`config.mk`:
```
export PLATFORM = sky130hd
export DESIGN_NAME = maxpool_2x2_param_2
export DESIGN_NICKNAME = d
export VERILOG_FILES = /design/src/rtl/maxpool_2x2_param_2.sv
export SDC_FILE = /design/constraint.sdc
export NUM_CORES = 1
export LEC_CHECK = 0
export CORE_ASPECT_RATIO = 0.8
export CORE_MARGIN = 4
export CORE_UTILIZATION = 40
export CTS_CLUSTER_SIZE = 10
export DETAILED_ROUTE_END_ITERATION = 12
export PLACE_DENSITY_LB_ADDON = 0.15
export SYNTH_ARGS = -nofsm -noshare
export SYNTH_HDL_FRONTEND = slang
export SYNTH_SLANG_ARGS = --single-unit
```
`constraint.sdc`:
```
create_clock -name clock -period 9.27 [get_ports clock]
set_input_delay 1.3905 -clock clock [delete_from_list [all_inputs] [get_ports clock]]
set_output_delay 1.3905 -clock clock [all_outputs]
set_load 0.01 [all_outputs]
```
`src/rtl/maxpool_2x2_param_2.sv`:
```
// Streaming 2x2/stride-2 signed max-pool over a raster-order frame, one pixel per cycle.
// Optional MAXPOOL_FRAME_DONE_EN adds a frame_done pulse on the last pooled pixel of a frame.
`ifndef DATA_WIDTH
`define DATA_WIDTH 16
`endif

module maxpool_2x2_param_2 #(
  parameter int unsigned DATA_WIDTH   = `DATA_WIDTH,
  parameter int unsigned ROW_WIDTH    = 24,
  parameter int unsigned FRAME_HEIGHT = 24,
  parameter int unsigned COL_BITWIDTH = 5
) (
  input  logic                         clock,
  input  logic                         reset,
  input  logic                         start,
  input  logic                         in_valid,
  input  logic signed [DATA_WIDTH-1:0] in_data,
  output logic                         out_valid,
  output logic signed [DATA_WIDTH-1:0] out_data
`ifdef MAXPOOL_FRAME_DONE_EN
  ,
  output logic                         frame_done
`endif
);

  localparam int unsigned LB_DEPTH = ROW_WIDTH / 2;
  localparam int unsigned LB_AW    = (LB_DEPTH > 1) ? $clog2(LB_DEPTH) : 1;
  localparam logic [COL_BITWIDTH-1:0] COL_LAST = COL_BITWIDTH'(ROW_WIDTH - 1);
  localparam logic [COL_BITWIDTH-1:0] ROW_LAST = COL_BITWIDTH'(FRAME_HEIGHT - 1);

  typedef enum logic {EVEN_ROW = 1'b0, ODD_ROW = 1'b1} row_state_t;

  row_state_t                    state, state_eff, state_next;
  logic [COL_BITWIDTH-1:0]       col, col_eff, col_next;
  logic [COL_BITWIDTH-1:0]       row, row_eff, row_next;
  logic signed [DATA_WIDTH-1:0]  h_reg, h_next;
  logic signed [DATA_WIDTH-1:0]  hmax, lbuf_rd, pool;
  logic signed [DATA_WIDTH-1:0]  lbuf [LB_DEPTH];
  logic [LB_AW-1:0]              lb_idx;
  logic                          col_wrap, row_wrap, emit, lb_we;

  // start overrides the position so the same-cycle pixel lands at row 0, col 0
  always_comb begin
    state_eff  = start ? EVEN_ROW : state;
    col_eff    = start ? '0 : col;
    row_eff    = start ? '0 : row;
    h_next     = start ? '0 : h_reg;
    col_wrap   = (col_eff == COL_LAST);
    row_wrap   = (row_eff == ROW_LAST);
    state_next = state_eff;
    col_next   = col_eff;
    row_next   = row_eff;
    lb_idx     = LB_AW'(col_eff >> 1);
    lbuf_rd    = lbuf[lb_idx];
    hmax       = (h_reg > in_data) ? h_reg : in_data;
    pool       = (lbuf_rd > hmax) ? lbuf_rd : hmax;
    emit       = in_valid && (state_eff == ODD_ROW) && col_eff[0];
    lb_we      = in_valid && (state_eff == EVEN_ROW) && col_eff[0];

    if (in_valid) begin
      if (!col_eff[0]) h_next = in_data;
      if (col_wrap) begin
        col_next   = '0;
        state_next = (state_eff == EVEN_ROW) ? ODD_ROW : EVEN_ROW;
        row_next   = row_wrap ? '0 : row_eff + COL_BITWIDTH'(1);
      end else begin
        col_next = col_eff + COL_BITWIDTH'(1);
      end
    end
  end

  always_ff @(posedge clock or posedge reset) begin
    if (reset) begin
      state     <= EVEN_ROW;
      col       <= '0;
      row       <= '0;
      h_reg     <= '0;
      out_valid <= 1'b0;
      out_data  <= '0;
    end else begin
      state     <= state_next;
      col       <= col_next;
      row       <= row_next;
      h_reg     <= h_next;
      out_valid <= emit;
      if (emit) out_data <= pool;
    end
  end

  // Line buffer holds the even-row horizontal maxima; contents need no reset
  always_ff @(posedge clock) begin
    if (lb_we) lbuf[lb_idx] <= hmax;
  end

`ifdef MAXPOOL_FRAME_DONE_EN
  always_ff @(posedge clock or posedge reset) begin
    if (reset) frame_done <= 1'b0;
    else       frame_done <= emit && row_wrap && col_wrap;
  end
`endif

endmodule

```
==> flow_summary.ini <==
[pwr]
vdd_drop_max_v = 0.000156
power.density_nw_per_um2 = 203
combPwrFrac_pct = 14.4
p_leak_nw = 4.41
p_switching_w = 0.000641
power_frac_seq_pct = 48.3
pwr-share-clk_pct = 37.3
p_int_w = 0.00185
p_sw_share_pct = 25.7

[worst_setup_path]
cp_data_arrival_time_ns = 6.68
crit_type = input pin to register
end_kind = register
cp.required_ns = 9.69
cp_max_fo = 16
start_kind = input pin

[timing]
worst_pin_slew_ns = 1.20
grt_setup_unrepaired = no
final-setup-viol-count = 0
slew_headroom_pct = 20.2
fin_crit_sh_pct = 67.6
fmax_ghz = 0.160
fin_hold_ws_ns = 0.495
finClkSkew_ns = 0.0140
setup_ws_ns = 3.00
hold_viol_final = 0
setup-tns-final_ns = 0
period_minus_slack_ns = 6.27
drv_slew = 0

[placed_design]
routabilityCongestion = 0.843
dp_hpwl_mm = 18.8
place_ws_ns = 2.47
dp_cells = 1157
io_buffers = 36

[synth]
ys.warnings.count = 0
syn_area_um2 = 10700
synth_edf_count = 192
synth.area.top_cells = edfxtp_1 54%, dfrtp_1 9.1%, ha_1 3.9%
postSynthNetCount = 835
synth_ff_type = edfxtp_1
yosysTopAreaCell = edfxtp_1
yosys-top-cells-count = 192 x edfxtp_1, 71 x nand2_1, 54 x inv_1
ys_types = 57
syn_area_per_cell_um2 = 13.7
async_flop_share_pct = 16.9
yosysMostFrequentCell = edfxtp_1
synth_top_area_share_pct = 53.9
ys_ff_latch = 231
post_synth_inst_count = 782
yosysSeqAreaShare_pct = 63.0

[cts]
cts_made_buffers = 27
clkLatencyLatePin_ns = 0.52
cts_setup_buffers = 0
cts.sinks = 231
cts_tree = built
ctsResizeCount = 0
ctsHoldBuffers = 0
htreeDepth = 1
path_clk_slew_ns = 0.06
root_buffer = clkbuf_16
clk_path_buf_depth = 3

[hold_path]
hold_path.class = register to register

[outcome]
status = completed

[routing]
drc = 0
vias = 6630
wl_mm = 27.8
drtAntennaViolNets = 0
drt_iter0_drc = 690
dr.pass1.iters = 5
wl_per_cell_um = 23.1
viasPerCell = 5.50

[final_layout]
fin_nets = 882
area_growth_pct = 14.8
diodes = 0
largest_reg_flops = 192
drive_above_1_share_pct = 14.1
utilization_pct = 46.6
fin_cells = 1206

[floorplan]
placementRows = 53
io_pins = 37
dieArea_um2 = 29400
start_util_pct = 40.6
die_y_um = 154
die_x_um = 191
core-area_um2 = 26300

[global_route]
grt.overflow.total = 0
grt_pass1_vias = 6659
antenna_found_initial = 0
grt_max_degree = 50
track_usage_pct = 18.8
grt_pass1_wl_mm = 42.3

[flow_run]
cap_violations = 0
-- layout by cell type (no fill, tap or decap), types with 7 or more instances in the layout --
| cell type | n |
|---|---|
| edfxtp_1 | 192 |
| nand2_1 | 71 |
| inv_1 | 54 |
| mux2i_1 | 38 |
| nor2_1 | 37 |
| dfrtp_1 | 37 |
| clkdlybuf4s50_1 | 36 |
| o21ai_0 | 35 |
| a21oi_1 | 34 |
| ha_1 | 33 |
| clkbuf_16 | 27 |
| o221ai_1 | 22 |
| buf_4 | 22 |
| clkbuf_1 | 21 |
| nand3_1 | 20 |
| mux2_2 | 19 |
| and3_1 | 16 |
| o211ai_1 | 13 |
| a221oi_4 | 11 |
| mux4_2 | 10 |
| nor2b_1 | 8 |
| nand4_1 | 8 |
| nor3_2 | 7 |
-- cells by family after synthesis --
kind of cell	after synthesis	share of synthesized area [%]
simple gates	196	9.16
xor+xnor	3	0.246
flops	231	63.0
mux	67	7.66
buf+inv	94	3.66
fa+ha+maj	33	3.86
compound gates	158	12.4
-- through the flow --
step / instance area [um^2] / total power (W)
after detailed placement: 11500 / 0.00159
after global placement: 11500 / 0.00158
after floorplan: 10700 / 0.00147
final: 12300 / 0.00249
after global routing: 12300 / 0.00260
after CTS: 12300 / 0.00252
-- area by class of cell --
cell class / instances / area, um^2
flip-flops and latches: 231 / 6740
clock buffers: 48 / 754
fillers: 2325 / 14000
inverters: 54 / 203
repair buffers: 58 / 526
multi-input cells: 457 / 3600
clock inverters: 1 / 8.76
well taps: 357 / 447
-- worst paths after layout --
check,from,endpoint,cells past startpoint,slack (ns)
min reg2reg,out_data[13]$_DFFE_PP0P_,out_data[13]$_DFFE_PP0P_,2,0.49
max,in_data[15],out_data[7]$_DFFE_PP0P_,15,3.00
min in group asynchronous,reset,h_reg[2]$_DFF_PP0_,3,1.29
min,out_data[13]$_DFFE_PP0P_,out_data[13]$_DFFE_PP0P_,2,0.49
max in group asynchronous,reset,col[2]$_DFF_PP0_,3,7.57
max reg2reg,col[1]$_DFF_PP0_,out_data[7]$_DFFE_PP0P_,14,3.96
-- routing by layer --
layer	wire length (um)	up-vias	GRT usage, %
li1	-	3077	-
met1	13500	3324	29.9
met2	12300	193	27.7
met3	1590	36	2.69
met4	465	0	3.66
met5	0	-	0
-- worst max-delay path: stages --
cell,delay [ns]
clkdlybuf4s50_1,0.51
inv_1,0.08
ha_1,0.45
nand4_4,0.21
nor2_2,0.08
a221oi_4,0.52
and2_1,1.01
a221oi_4,0.18
ha_1,0.38
nand4_1,0.28
a2111oi_0,0.49
nor3_1,0.11
mux2i_1,0.19
nand2_1,0.43
o221ai_1,0.34
-- power groups by stage --
stage | combinational [W] | clock (W) | sequential, W
finish | 0.000359 | 0.000931 | 0.00121
global route | 0.000395 | 0.000995 | 0.00121
CTS | 0.000361 | 0.000949 | 0.00121
detailed placement | 0.000360 | 0 | 0.00123
global placement | 0.000353 | 0 | 0.00123
floorplan | 0.000259 | 0 | 0.00121
No activity file was read; power rests on OpenSTA's default activity.
